[config.mk]
export PLATFORM = sky130hd
export DESIGN_NAME = sd_dat_block_tx
export DESIGN_NICKNAME = d
export VERILOG_FILES = /design/src/rtl/sd_dat_pkg.sv /design/src/rtl/sd_status_busy_rx.sv /design/src/rtl/sd_dat_block_tx.sv
export SDC_FILE = /design/constraint.sdc
export NUM_CORES = 1
export LEC_CHECK = 0
export CORE_ASPECT_RATIO = 1.1
export CORE_UTILIZATION = 55
export DETAILED_ROUTE_END_ITERATION = 16
export PLACE_DENSITY_LB_ADDON = 0.3
export SYNTH_ARGS = -nofsm -noshare
export SYNTH_HDL_FRONTEND = slang
export SYNTH_SLANG_ARGS = --single-unit
[constraint.sdc]
create_clock -name clk -period 2.9 [get_ports clk]
set_clock_uncertainty 0.05 [all_clocks]
set_input_delay 0.435 -clock clk [delete_from_list [all_inputs] [get_ports clk]]
set_output_delay 0.435 -clock clk [all_outputs]
set_load 0.02 [all_outputs]
[src/rtl/sd_dat_pkg.sv]
// Shared types and constants for the SD 1-bit DAT block transmitter.
package sd_dat_pkg;

  typedef enum logic [3:0] {
    IDLE   = 4'd0,
    PRE    = 4'd1,
    STARTB = 4'd2,
    DATA   = 4'd3,
    CRCB   = 4'd4,
    ENDB   = 4'd5,
    WAITS  = 4'd6,
    TOKEN  = 4'd7,
    BUSYW  = 4'd8,
    FIN    = 4'd9
  } state_e;

  localparam logic [1:0] ST_OK      = 2'd0;
  localparam logic [1:0] ST_CRC_ERR = 2'd1;
  localparam logic [1:0] ST_WR_ERR  = 2'd2;
  localparam logic [1:0] ST_TIMEOUT = 2'd3;

  localparam logic [2:0] TOK_OK      = 3'b010;
  localparam logic [2:0] TOK_CRC_ERR = 3'b101;
  localparam logic [2:0] TOK_WR_ERR  = 3'b110;

  // Map the three token bits and the token end bit to a status code.
  function automatic logic [1:0] decode_token(input logic [2:0] tok, input logic end_bit);
    logic [1:0] st;
    st = ST_TIMEOUT;
    if (end_bit) begin
      case (tok)
        TOK_OK:      st = ST_OK;
        TOK_CRC_ERR: st = ST_CRC_ERR;
        TOK_WR_ERR:  st = ST_WR_ERR;
        default:     st = ST_TIMEOUT;
      endcase
    end
    return st;
  endfunction

  // 16-bit increment that sticks at all-ones instead of wrapping.
  function automatic logic [15:0] sat_inc16(input logic [15:0] v);
    return (v == 16'hFFFF) ? v : v + 16'd1;
  endfunction

endpackage

[src/rtl/sd_status_busy_rx.sv]
// Receives the card's CRC status token after the end bit and waits out busy.
// arm_i starts a receive; done_o pulses (combinationally, on the deciding
// ClkEn) with status_o valid in the same cycle.
module sd_status_busy_rx
  import sd_dat_pkg::*;
#(
  parameter int unsigned STATUS_TIMEOUT = 64,
  parameter int unsigned BUSY_TIMEOUT   = 65535
) (
  input  logic       clk,
  input  logic       rst_n,
  input  logic       clk_en_i,
  input  logic       dat_i,
  input  logic       arm_i,
  output logic       done_o,
  output logic [1:0] status_o,
  output state_e     state_o
);

  localparam logic [15:0] STATUS_LAST = 16'(STATUS_TIMEOUT - 1);
  localparam logic [15:0] BUSY_LAST   = 16'(BUSY_TIMEOUT - 1);

  state_e      state_q, state_d;
  logic [15:0] cnt_q, cnt_d;
  logic [2:0]  tok_q, tok_d;
  logic [1:0]  tcnt_q, tcnt_d;
  logic [1:0]  tstat_q, tstat_d;
  logic [1:0]  tok_st;

  assign state_o = state_q;
  assign tok_st  = decode_token(tok_q, dat_i);

  // Receiver state register and sample counters.
  always_ff @(posedge clk or negedge rst_n) begin
    if (!rst_n) begin
      state_q <= IDLE;
      cnt_q   <= '0;
      tok_q   <= '0;
      tcnt_q  <= '0;
      tstat_q <= ST_OK;
    end else begin
      state_q <= state_d;
      cnt_q   <= cnt_d;
      tok_q   <= tok_d;
      tcnt_q  <= tcnt_d;
      tstat_q <= tstat_d;
    end
  end

  // Next-state: wait for start bit, shift in token, then wait for DAT0 high.
  always_comb begin
    state_d  = state_q;
    cnt_d    = cnt_q;
    tok_d    = tok_q;
    tcnt_d   = tcnt_q;
    tstat_d  = tstat_q;
    done_o   = 1'b0;
    status_o = tstat_q;
    case (state_q)
      IDLE: begin
        if (arm_i) begin
          state_d = WAITS;
          cnt_d   = '0;
        end
      end
      WAITS: begin
        if (clk_en_i) begin
          if (!dat_i) begin
            state_d = TOKEN;
            tcnt_d  = '0;
            tok_d   = '0;
          end else if (cnt_q == STATUS_LAST) begin
            done_o   = 1'b1;
            status_o = ST_TIMEOUT;
            state_d  = IDLE;
          end else begin
            cnt_d = sat_inc16(cnt_q);
          end
        end
      end
      TOKEN: begin
        if (clk_en_i) begin
          if (tcnt_q != 2'd3) begin
            tok_d  = {tok_q[1:0], dat_i};
            tcnt_d = tcnt_q + 2'd1;
          end else if (tok_st == ST_TIMEOUT) begin
            done_o   = 1'b1;
            status_o = ST_TIMEOUT;
            state_d  = IDLE;
          end else begin
            tstat_d = tok_st;
            cnt_d   = '0;
            state_d = BUSYW;
          end
        end
      end
      BUSYW: begin
        if (clk_en_i) begin
          if (dat_i) begin
            done_o  = 1'b1;
            state_d = IDLE;
          end else if (cnt_q == BUSY_LAST) begin
            done_o   = 1'b1;
            status_o = ST_TIMEOUT;
            state_d  = IDLE;
          end else begin
            cnt_d = sat_inc16(cnt_q);
          end
        end
      end
      default: state_d = IDLE;
    endcase
  end

endmodule

[src/rtl/sd_dat_block_tx.sv]
// SD 1-bit write-data transmitter: preamble, start bit, block data MSB-first,
// latched CRC16, end bit, then hands DAT0 to the status/busy receiver.
// Request handshake: Start is a one-cycle request that is accepted only when
// the FSM is IDLE and CrcValid is high; Busy high means further requests are
// dropped, Done pulses once per accepted request with Status valid.
module sd_dat_block_tx
  import sd_dat_pkg::*;
#(
  parameter int unsigned BLOCK_BYTES    = 512,
  parameter int unsigned PREAMBLE_BITS  = 2,
  parameter int unsigned STATUS_TIMEOUT = 64,
  parameter int unsigned BUSY_TIMEOUT   = 65535
) (
  input  logic        clk,
  input  logic        rst_n,
  input  logic        ClkEn,
  input  logic        Start,
  input  logic        CrcValid,
  input  logic [15:0] Crc,
  output logic [15:0] ByteAddr,
  input  logic [7:0]  ByteData,
  output logic        DatOut,
  output logic        DatOe,
  input  logic        DatIn,
  output logic        Busy,
  output logic        Done,
  output logic [1:0]  Status,
  output state_e      DbgState
);

  localparam logic [18:0] LAST_BIT = 19'(BLOCK_BYTES * 8 - 1);
  localparam logic [15:0] PRE_N    = 16'(PREAMBLE_BITS);

  state_e      state_q, state_d;
  logic [15:0] crc_q, crc_d;
  logic [7:0]  sh_q, sh_d;
  logic [15:0] addr_q, addr_d;
  logic [18:0] bit_cnt_q, bit_cnt_d;
  logic [15:0] pre_cnt_q, pre_cnt_d;
  logic        oe_q, oe_d;
  logic [1:0]  status_q, status_d;
  logic        rx_arm, rx_done;
  logic [1:0]  rx_status;
  state_e      rx_state;

  sd_status_busy_rx #(
    .STATUS_TIMEOUT(STATUS_TIMEOUT),
    .BUSY_TIMEOUT  (BUSY_TIMEOUT)
  ) u_rx (
    .clk     (clk),
    .rst_n   (rst_n),
    .clk_en_i(ClkEn),
    .dat_i   (DatIn),
    .arm_i   (rx_arm),
    .done_o  (rx_done),
    .status_o(rx_status),
    .state_o (rx_state)
  );

  assign ByteAddr = addr_q;
  assign DatOe    = oe_q;
  assign Status   = status_q;
  assign Busy     = (state_q != IDLE) && (state_q != FIN);
  assign Done     = (state_q == FIN);
  assign DbgState = (state_q == WAITS) ? rx_state : state_q;

  // Line value follows the registered state/shift registers only.
  always_comb begin
    DatOut = 1'b1;
    case (state_q)
      STARTB:  DatOut = 1'b0;
      DATA:    DatOut = sh_q[7];
      CRCB:    DatOut = crc_q[15];
      default: DatOut = 1'b1;
    endcase
  end

  // TX state register, shift registers and counters.
  always_ff @(posedge clk or negedge rst_n) begin
    if (!rst_n) begin
      state_q   <= IDLE;
      crc_q     <= '0;
      sh_q      <= '0;
      addr_q    <= '0;
      bit_cnt_q <= '0;
      pre_cnt_q <= '0;
      oe_q      <= 1'b0;
      status_q  <= ST_OK;
    end else begin
      state_q   <= state_d;
      crc_q     <= crc_d;
      sh_q      <= sh_d;
      addr_q    <= addr_d;
      bit_cnt_q <= bit_cnt_d;
      pre_cnt_q <= pre_cnt_d;
      oe_q      <= oe_d;
      status_q  <= status_d;
    end
  end

  // TX next-state. DatOe rises on the first strobe in PRE so that every
  // preamble bit spans a full ClkEn interval.
  always_comb begin
    state_d   = state_q;
    crc_d     = crc_q;
    sh_d      = sh_q;
    addr_d    = addr_q;
    bit_cnt_d = bit_cnt_q;
    pre_cnt_d = pre_cnt_q;
    oe_d      = oe_q;
    status_d  = status_q;
    rx_arm    = 1'b0;
    case (state_q)
      IDLE: begin
        if (Start && CrcValid) begin
          state_d   = PRE;
          crc_d     = Crc;
          addr_d    = '0;
          bit_cnt_d = '0;
          pre_cnt_d = '0;
          status_d  = ST_OK;
        end
      end
      PRE: begin
        if (ClkEn) begin
          if (pre_cnt_q == PRE_N) begin
            state_d = STARTB;
          end else begin
            pre_cnt_d = pre_cnt_q + 16'd1;
            oe_d      = 1'b1;
          end
        end
      end
      STARTB: begin
        if (ClkEn) begin
          sh_d      = ByteData;
          addr_d    = 16'd1;
          bit_cnt_d = '0;
          state_d   = DATA;
        end
      end
      DATA: begin
        if (ClkEn) begin
          if (bit_cnt_q == LAST_BIT) begin
            bit_cnt_d = '0;
            state_d   = CRCB;
          end else begin
            bit_cnt_d = bit_cnt_q + 19'd1;
            if (bit_cnt_q[2:0] == 3'd7) begin
              sh_d   = ByteData;
              addr_d = addr_q + 16'd1;
            end else begin
              sh_d = {sh_q[6:0], 1'b0};
            end
          end
        end
      end
      CRCB: begin
        if (ClkEn) begin
          if (bit_cnt_q == 19'd15) begin
            state_d = ENDB;
          end else begin
            crc_d     = {crc_q[14:0], 1'b0};
            bit_cnt_d = bit_cnt_q + 19'd1;
          end
        end
      end
      ENDB: begin
        if (ClkEn) begin
          oe_d    = 1'b0;
          rx_arm  = 1'b1;
          state_d = WAITS;
        end
      end
      WAITS: begin
        if (rx_done) begin
          status_d = rx_status;
          state_d  = FIN;
        end
      end
      FIN:     state_d = IDLE;
      default: state_d = IDLE;
    endcase
  end

endmodule

# Yosys cells after proc, flatten, opt, wreduce, memory -nomap -nowiden
# Index checks and enable logic that the tools add are counted.
[totals]
regBits = 109
inputBits = 30
output_inout_bits = 26
[classes]
n_addsub = 5
n_eq_ne = 51
n_mux = 102
bitwise = 2
n_reduce_logical = 26
[op_table]
columns = ["op", "n"]
rows = [
  ["2-to-1 mux 16 bit", 21],
  ["2-to-1 mux 19 bit", 6],
  ["2-to-1 mux 4 bit", 21],
  ["case mux 19 bit (4 select lines)", 1],
  ["case mux 16 bit (2 select lines)", 2],
  ["case mux 16 bit (4 select lines)", 1],
  ["inequality test 2 bit (second input constant)", 26],
  ["adder 16 x 1 -> 16 bit (second input constant)", 3],
  ["case mux 16 bit (3 select lines)", 1],
  ["equality test 16 bit (second input constant)", 2],
  ["2-to-1 mux 2 bit", 16],
  ["2-to-1 mux 8 bit", 4],
  ["case mux 4 bit (7 select lines)", 1],
  ["equality test 4 x 3 -> 1 bit (second input constant)", 5],
  ["AND reduction 4 bit", 5],
  ["adder 19 x 1 -> 19 bit (second input constant)", 1],
  ["equality test 19 x 12 -> 1 bit (second input constant)", 1],
  ["equality test 19 x 4 -> 1 bit (second input constant)", 1],
  ["equality test 16 x 2 -> 1 bit (second input constant)", 1],
  ["equality test 16 x 6 -> 1 bit (second input constant)", 1],
  ["case mux 4 bit (4 select lines)", 1],
  ["case mux 8 bit (2 select lines)", 1],
  ["2-to-1 mux 1 bit", 14],
  ["2-to-1 mux 3 bit", 4],
  ["other kinds (27)", 46],
]

# Depth between registers and ports, before layout
[depth]
depth_word = 10
mapped_depth = 9
depth_no_buf = 7

# Modules after synthesis
# Synthesis repeated with hierarchy kept, for this count alone.
[hier_totals]
cells_unflattened = 717
area_unflattened_um2 = 6248.5
[by_module_without_submodules]
columns = ["module", "n_inst", "cells_per_inst", "area_each_um2", "seq_area_each_um2"]
rows = [
  ["sd_dat_block_tx", 1, 514, 4496.8, 2052.0],
  ["sd_status_busy_rx", 1, 203, 1751.7, 650.6],
]

# Worst setup path after synthesis
# Ideal clock, no wire load.
[synth_path]
path_kind = "input port to flip-flop"
startpoint = "input DatIn"
endpoint = "register u_rx.cnt_q[7]"
arrival_ns = 2.450
t_required_ns = 2.760
slack_ns = 0.310
path_stages = 9
cell_sequence = "buf_2 -> nand4b_1 -> and4_1 -> or4_1 -> buf_2 -> or4_1 -> buf_4 -> buf_8 -> o31ai_4"
[synth_between]
elab_chain_len = 4
word_cells_on_any_way = 6
cone_classes = "4 x eq/ne; 1 x mux; 1 x reduce/logical"
[synth_rtl]
columns = ["item", "line", "rtl"]
rows = [
  ["start, declared", "sd_dat_block_tx.sv:24", "input logic DatIn,"],
  ["2-to-1 mux 2 bit", "sd_dat_pkg.sv:30", "if (end_bit) begin"],
  ["equality test 2 bit", "sd_status_busy_rx.sv:86", "end else if (tok_st == ST_TIMEOUT) begin"],
  ["inequality test 2 bit (no line)", "n/a", ""],
  ["AND reduction 11 bit (no line) *", "n/a", ""],
  ["end signal, assigned", "sd_status_busy_rx.sv:43", "cnt_q <= cnt_d;"],
  ["end, declared", "sd_status_busy_rx.sv:24", "logic [15:0] cnt_q, cnt_d;"],
]
# Mark *: on every way between the ends. The rest lies on a longest branch, timed or not.
# A chain may end at the register's enable or synchronous reset.

# Worst setup path after layout
[layout_path]
startpoint = "register state_q[0]"
endpoint = "output Busy"
[layout_between]
elab_chain_len = 2
word_cells_on_any_way = 3
cone_classes = "1 x eq/ne; 2 x reduce/logical"
[layout_rtl]
columns = ["item", "line", "rtl"]
rows = [
  ["start, declared", "sd_dat_block_tx.sv:34", "state_e state_q, state_d;"],
  ["start signal, assigned", "sd_dat_block_tx.sv:90", "state_q <= state_d;"],
  ["inequality test 4 bit or nonzero test 4 bit (tied branches)", "sd_dat_block_tx.sv:63", "assign Busy = (state_q != IDLE) && (state_q != FIN);"],
  ["logical AND 1 bit *", "sd_dat_block_tx.sv:63", ""],
  ["end, declared", "sd_dat_block_tx.sv:25", "output logic Busy,"],
]
# Marked as above.

==> metrics.log <==
INFO  metric fraction_of_final_layout_cells_with_drive_strength_greater_than_1 = 17.2%
INFO  metric fin_cells = between 900 and 1k
INFO  metric final-max-slew-violation-count = 0
INFO  metric first_global_vias = 5502
INFO  metric postLayoutSetupSlackWorst = slightly below 60 ps
INFO  metric power.ir.vdd_worst = 528 uV
INFO  metric worstPathRequired = about 2400 ps
INFO  metric critical_path.endpoint_type = primary output
INFO  metric vias_per_cell = 6.32
INFO  metric hold_viol = 0
INFO  metric ys_types = 71
INFO  metric cts_made_buffers = 9
INFO  metric arrival = 2360 ps
INFO  metric worstMarginPinSlew = 720 ps
INFO  metric cts_max_level = 3
INFO  metric die-area = roughly 12000 sq um
INFO  metric numPlacedInstances = just under 900
INFO  metric p_per_area = slightly below 800 nW/um^2
INFO  metric initial_utilization = a little under three fifths
INFO  metric timing.reg2reg.setup_slack = 210 ps
INFO  metric clock_pin_slew_on_the_worst_setup_and_hold_paths = 70 ps
INFO  metric clockBufferDepth = 2
INFO  metric final_period_minus_worst_setup_slack = 2840 ps
INFO  metric root_buffer = clkbuf_16
INFO  metric synth-edff-count = 0
INFO  metric floorplan.die.height = 115 microns
INFO  metric whs = 43.0 ps
INFO  metric synth_seq_area_share = 42.1%
INFO  metric routed_wirelength = 15600 microns
INFO  metric cts-hold-fix-buffers = 0
INFO  metric dpl.hpwl = 11000 microns
INFO  metric met1_usage = 34.7%
INFO  metric ys_ff_latch = 108
INFO  metric path_max_fanout = 21
INFO  metric drtPass1Iterations = 5
INFO  metric post-place-ws = -58.4 ps
INFO  metric unrepaired_setup_endpoints_after_global_routing = false
INFO  metric cap_violations = 0
INFO  metric fin_crit_sh = around 100%
INFO  metric maxSlewHeadroom = between 50% and 60%
INFO  metric final_util = 67.4%
INFO  metric die-width = 105 microns
INFO  metric route.detailed.wl_per_inst = about 17 microns
INFO  metric use_met3 = 4.37%
INFO  metric ys_async_sr_fraction = 100%
INFO  metric mapped_cell_area = 6420 sq um
INFO  metric leakagePower = just over 0.003 uW
INFO  metric boundaryPins = 56
INFO  metric r2r_start = state_q[2]
INFO  metric pin_count_of_the_biggest_net_entering_global_routing = 47
INFO  metric route.vias.total = 5721
INFO  metric cts_tree = built
INFO  metric ys.warnings.count = 0
INFO  metric drc_errors = 0
INFO  metric synthFlopType = dfrtp_1
INFO  metric use_met2 = 46.4%
INFO  metric gr-usage-all-layers = around 27%
INFO  metric grt_first_pass_wirelength = between 20000 and 30000 microns
INFO  metric core.rowCount = 41
INFO  metric cts_num_sinks = 108
INFO  metric antenna_found_initial = 0
INFO  metric placement.io_buffers = between 50 and 60
INFO  metric num-fill-cells = between 800 and 900
INFO  metric synthesis.nets = about 700
INFO  metric totalPowerFinal = 6060 uW
INFO  metric globalRoute.busiestLayer = met2
INFO  metric clock_insertion_delay_worst_skew = 360 ps
INFO  metric global_route.overflow_total = 0
INFO  metric drtIter0Drc = 362
INFO  metric worstHoldPathType = primary input to async pin
INFO  metric timing.final.setup_violations = 0
INFO  metric setup.worst_path.start_class = flop
INFO  metric antennaDiodeCount = 0
INFO  metric gp_congestion = 0.924
INFO  metric startpoint_of_the_worst_setup_timing_path = state_q[0]
INFO  metric fmax = 0.352 GHz
INFO  metric timing.setup.critical_path_class = flop to primary output
INFO  metric cts.repair_timing.setup_buffer_count = 0
INFO  metric antenna_violating_nets_post_route = 0
INFO  metric core_region_area = 11400 sq um
INFO  metric outcome = completed
INFO  metric nets = between 700 and 800
INFO  metric area_growth_syn_to_layout = 20.1%
INFO  metric syn_avg_cell_area = 9.42 sq um
INFO  metric post_synth_inst_count = 681
[registers in the layout (all words and copies together) (netlist names)]
register and flops:
pre_cnt_q 16, bit_cnt_q 19, sh_q 8, u_rx.tok_q 3
u_rx.cnt_q 16, crc_q 16, state_q 4, u_rx.state_o 3
u_rx.tstat_q 2, Status 2, u_rx.tcnt_q 2, ByteAddr 16
DatOe 1
[worst max-delay path, cell delays in order, from the launching register on]
cell and delay (ps):
dfrtp_1 380, buf_4 210, nor4_1 590, buf_4 230, nor2_1 40, clkdlybuf4s50_1 540
[worst paths after layout]
kind | end | cells after the start
max in group asynchronous | pre_cnt_q[3] | 2
min reg2reg | u_rx.tstat_q[1] | 1
min | ByteAddr[15] | 1
max | Busy | 5
max reg2reg | u_rx.cnt_q[15] | 6
min in group clk | u_rx.tstat_q[1] | 1
[metrics by stage]
step | setup TNS [ps] | cell area [sq um]
2_1_floorplan | 0 | 6420
3_3_place_gp | 0 | 7340
3_5_place_dp | -195 | 7340
4_1_cts | 0 | 7700
5_1_grt | 0 | 7700
6_report | 0 | 7700
[what timing repair did]
item	CTS	global route
gates resized for setup	1	2
hold endpoints to repair	0	0
cloned	0	0
endpoints found under the setup margin	1	1
[metal layers]
metal	wire length, microns	share of wire (%)
met5	0	0
met2	8020	51
met3	454	2.9
met4	244	1.6
met1	6930	44
[cells in the mapped netlist (3+ instances only)]
cell type  count  area [sq um]
nand3_1       32           160
a21o_1         3          22.5
nor4_1        12          75.1
and2_1         5          31.3
nor2b_1        7          43.8
buf_1          3          11.3
a41oi_1        4          35.0
nor3b_1        3          22.5
and3_1         7          43.8
o31ai_2        4          50.1
a21oi_1       43           215
o41ai_1       18           158
nand2b_1       9          56.3
clkbuf_1      29           109
a31oi_1        5          31.3
mux2i_1        4          40.0
o31ai_4        4          85.1
nand2_1       91           342
or4_1         26           195
xor2_1         3          26.3
o21a_1         3          22.5
ha_1           8           100
dfrtp_1      108          2700
or4b_2         4          40.0
o41ai_2        4          65.1
nand4_1       13          81.3
o21ai_0       29           145
nor3_1        13          65.1
a211oi_1       3          22.5
or3_1         15          93.8
or2_2          5          31.3
buf_2          6          30.0
inv_1         14          52.6
nor2_1        26          97.6
nand3b_1       3          22.5
o31ai_1       25           188
mux2_2        37           417
o211ai_1       3          22.5
nor4b_1        3          26.3
and4_1         7          61.3
[cells by family (layout without fill, tap and decap cells)]
logic type / count (synthesis) / count (layout) / share of synthesized area, %
adder cells (fa/ha/maj): 8 / 8 / 1.56
AND/OR/NAND/NOR: 287 / 287 / 24.1
AO/OA/AOI/OAI: 178 / 178 / 20.9
multiplexers: 41 / 41 / 7.12
buffers and inverters: 56 / 130 / 3.80
flip-flops: 108 / 108 / 42.1
XOR/XNOR: 3 / 3 / 0.410
[final cells by class]
cell class / count / area [sq um] / share of cell area [%]
Clock buffer: 10 / 239 / 3.10
Clock inverter: 6 / 111 / 1.45
Inverter: 14 / 52.6 / 0.682
Multi-Input combinational cell: 517 / 3490 / 45.3
Sequential cell: 108 / 2700 / 35.1
Tap cell: 150 / 188 / 2.44
Timing Repair Buffer: 100 / 923 / 12.0
[cells in the final DEF (no fill, tap or decap), types with 5 or more instances in the layout]
| master | instances |
|---|---|
| dfrtp_1 | 108 |
| nand2_1 | 91 |
| clkdlybuf4s50_1 | 54 |
| a21oi_1 | 43 |
| buf_4 | 43 |
| mux2_2 | 37 |
| nand3_1 | 32 |
| o21ai_0 | 29 |
| nor2_1 | 26 |
| or4_1 | 26 |
| o31ai_1 | 25 |
| o41ai_1 | 18 |
| or3_1 | 15 |
| inv_1 | 14 |
| nand4_1 | 13 |
| nor4_1 | 12 |
| nor3_1 | 12 |
| clkbuf_16 | 9 |
| nand2b_1 | 8 |
| ha_1 | 8 |
| nor2b_1 | 7 |
| and3_1 | 7 |
| and4_1 | 7 |
| or2_2 | 5 |
| and2_1 | 5 |
| a31oi_1 | 5 |
[report_power, final]
group / switching, uW / total, uW / leakage [uW] / internal [uW]
Clock: 570 / 1440 / 0.000169 / 868
Sequential: 283 / 2100 / 0.00143 / 1810
Combinational: 1380 / 2530 / 0.00151 / 1150
Power figures use the tool's default switching activity.
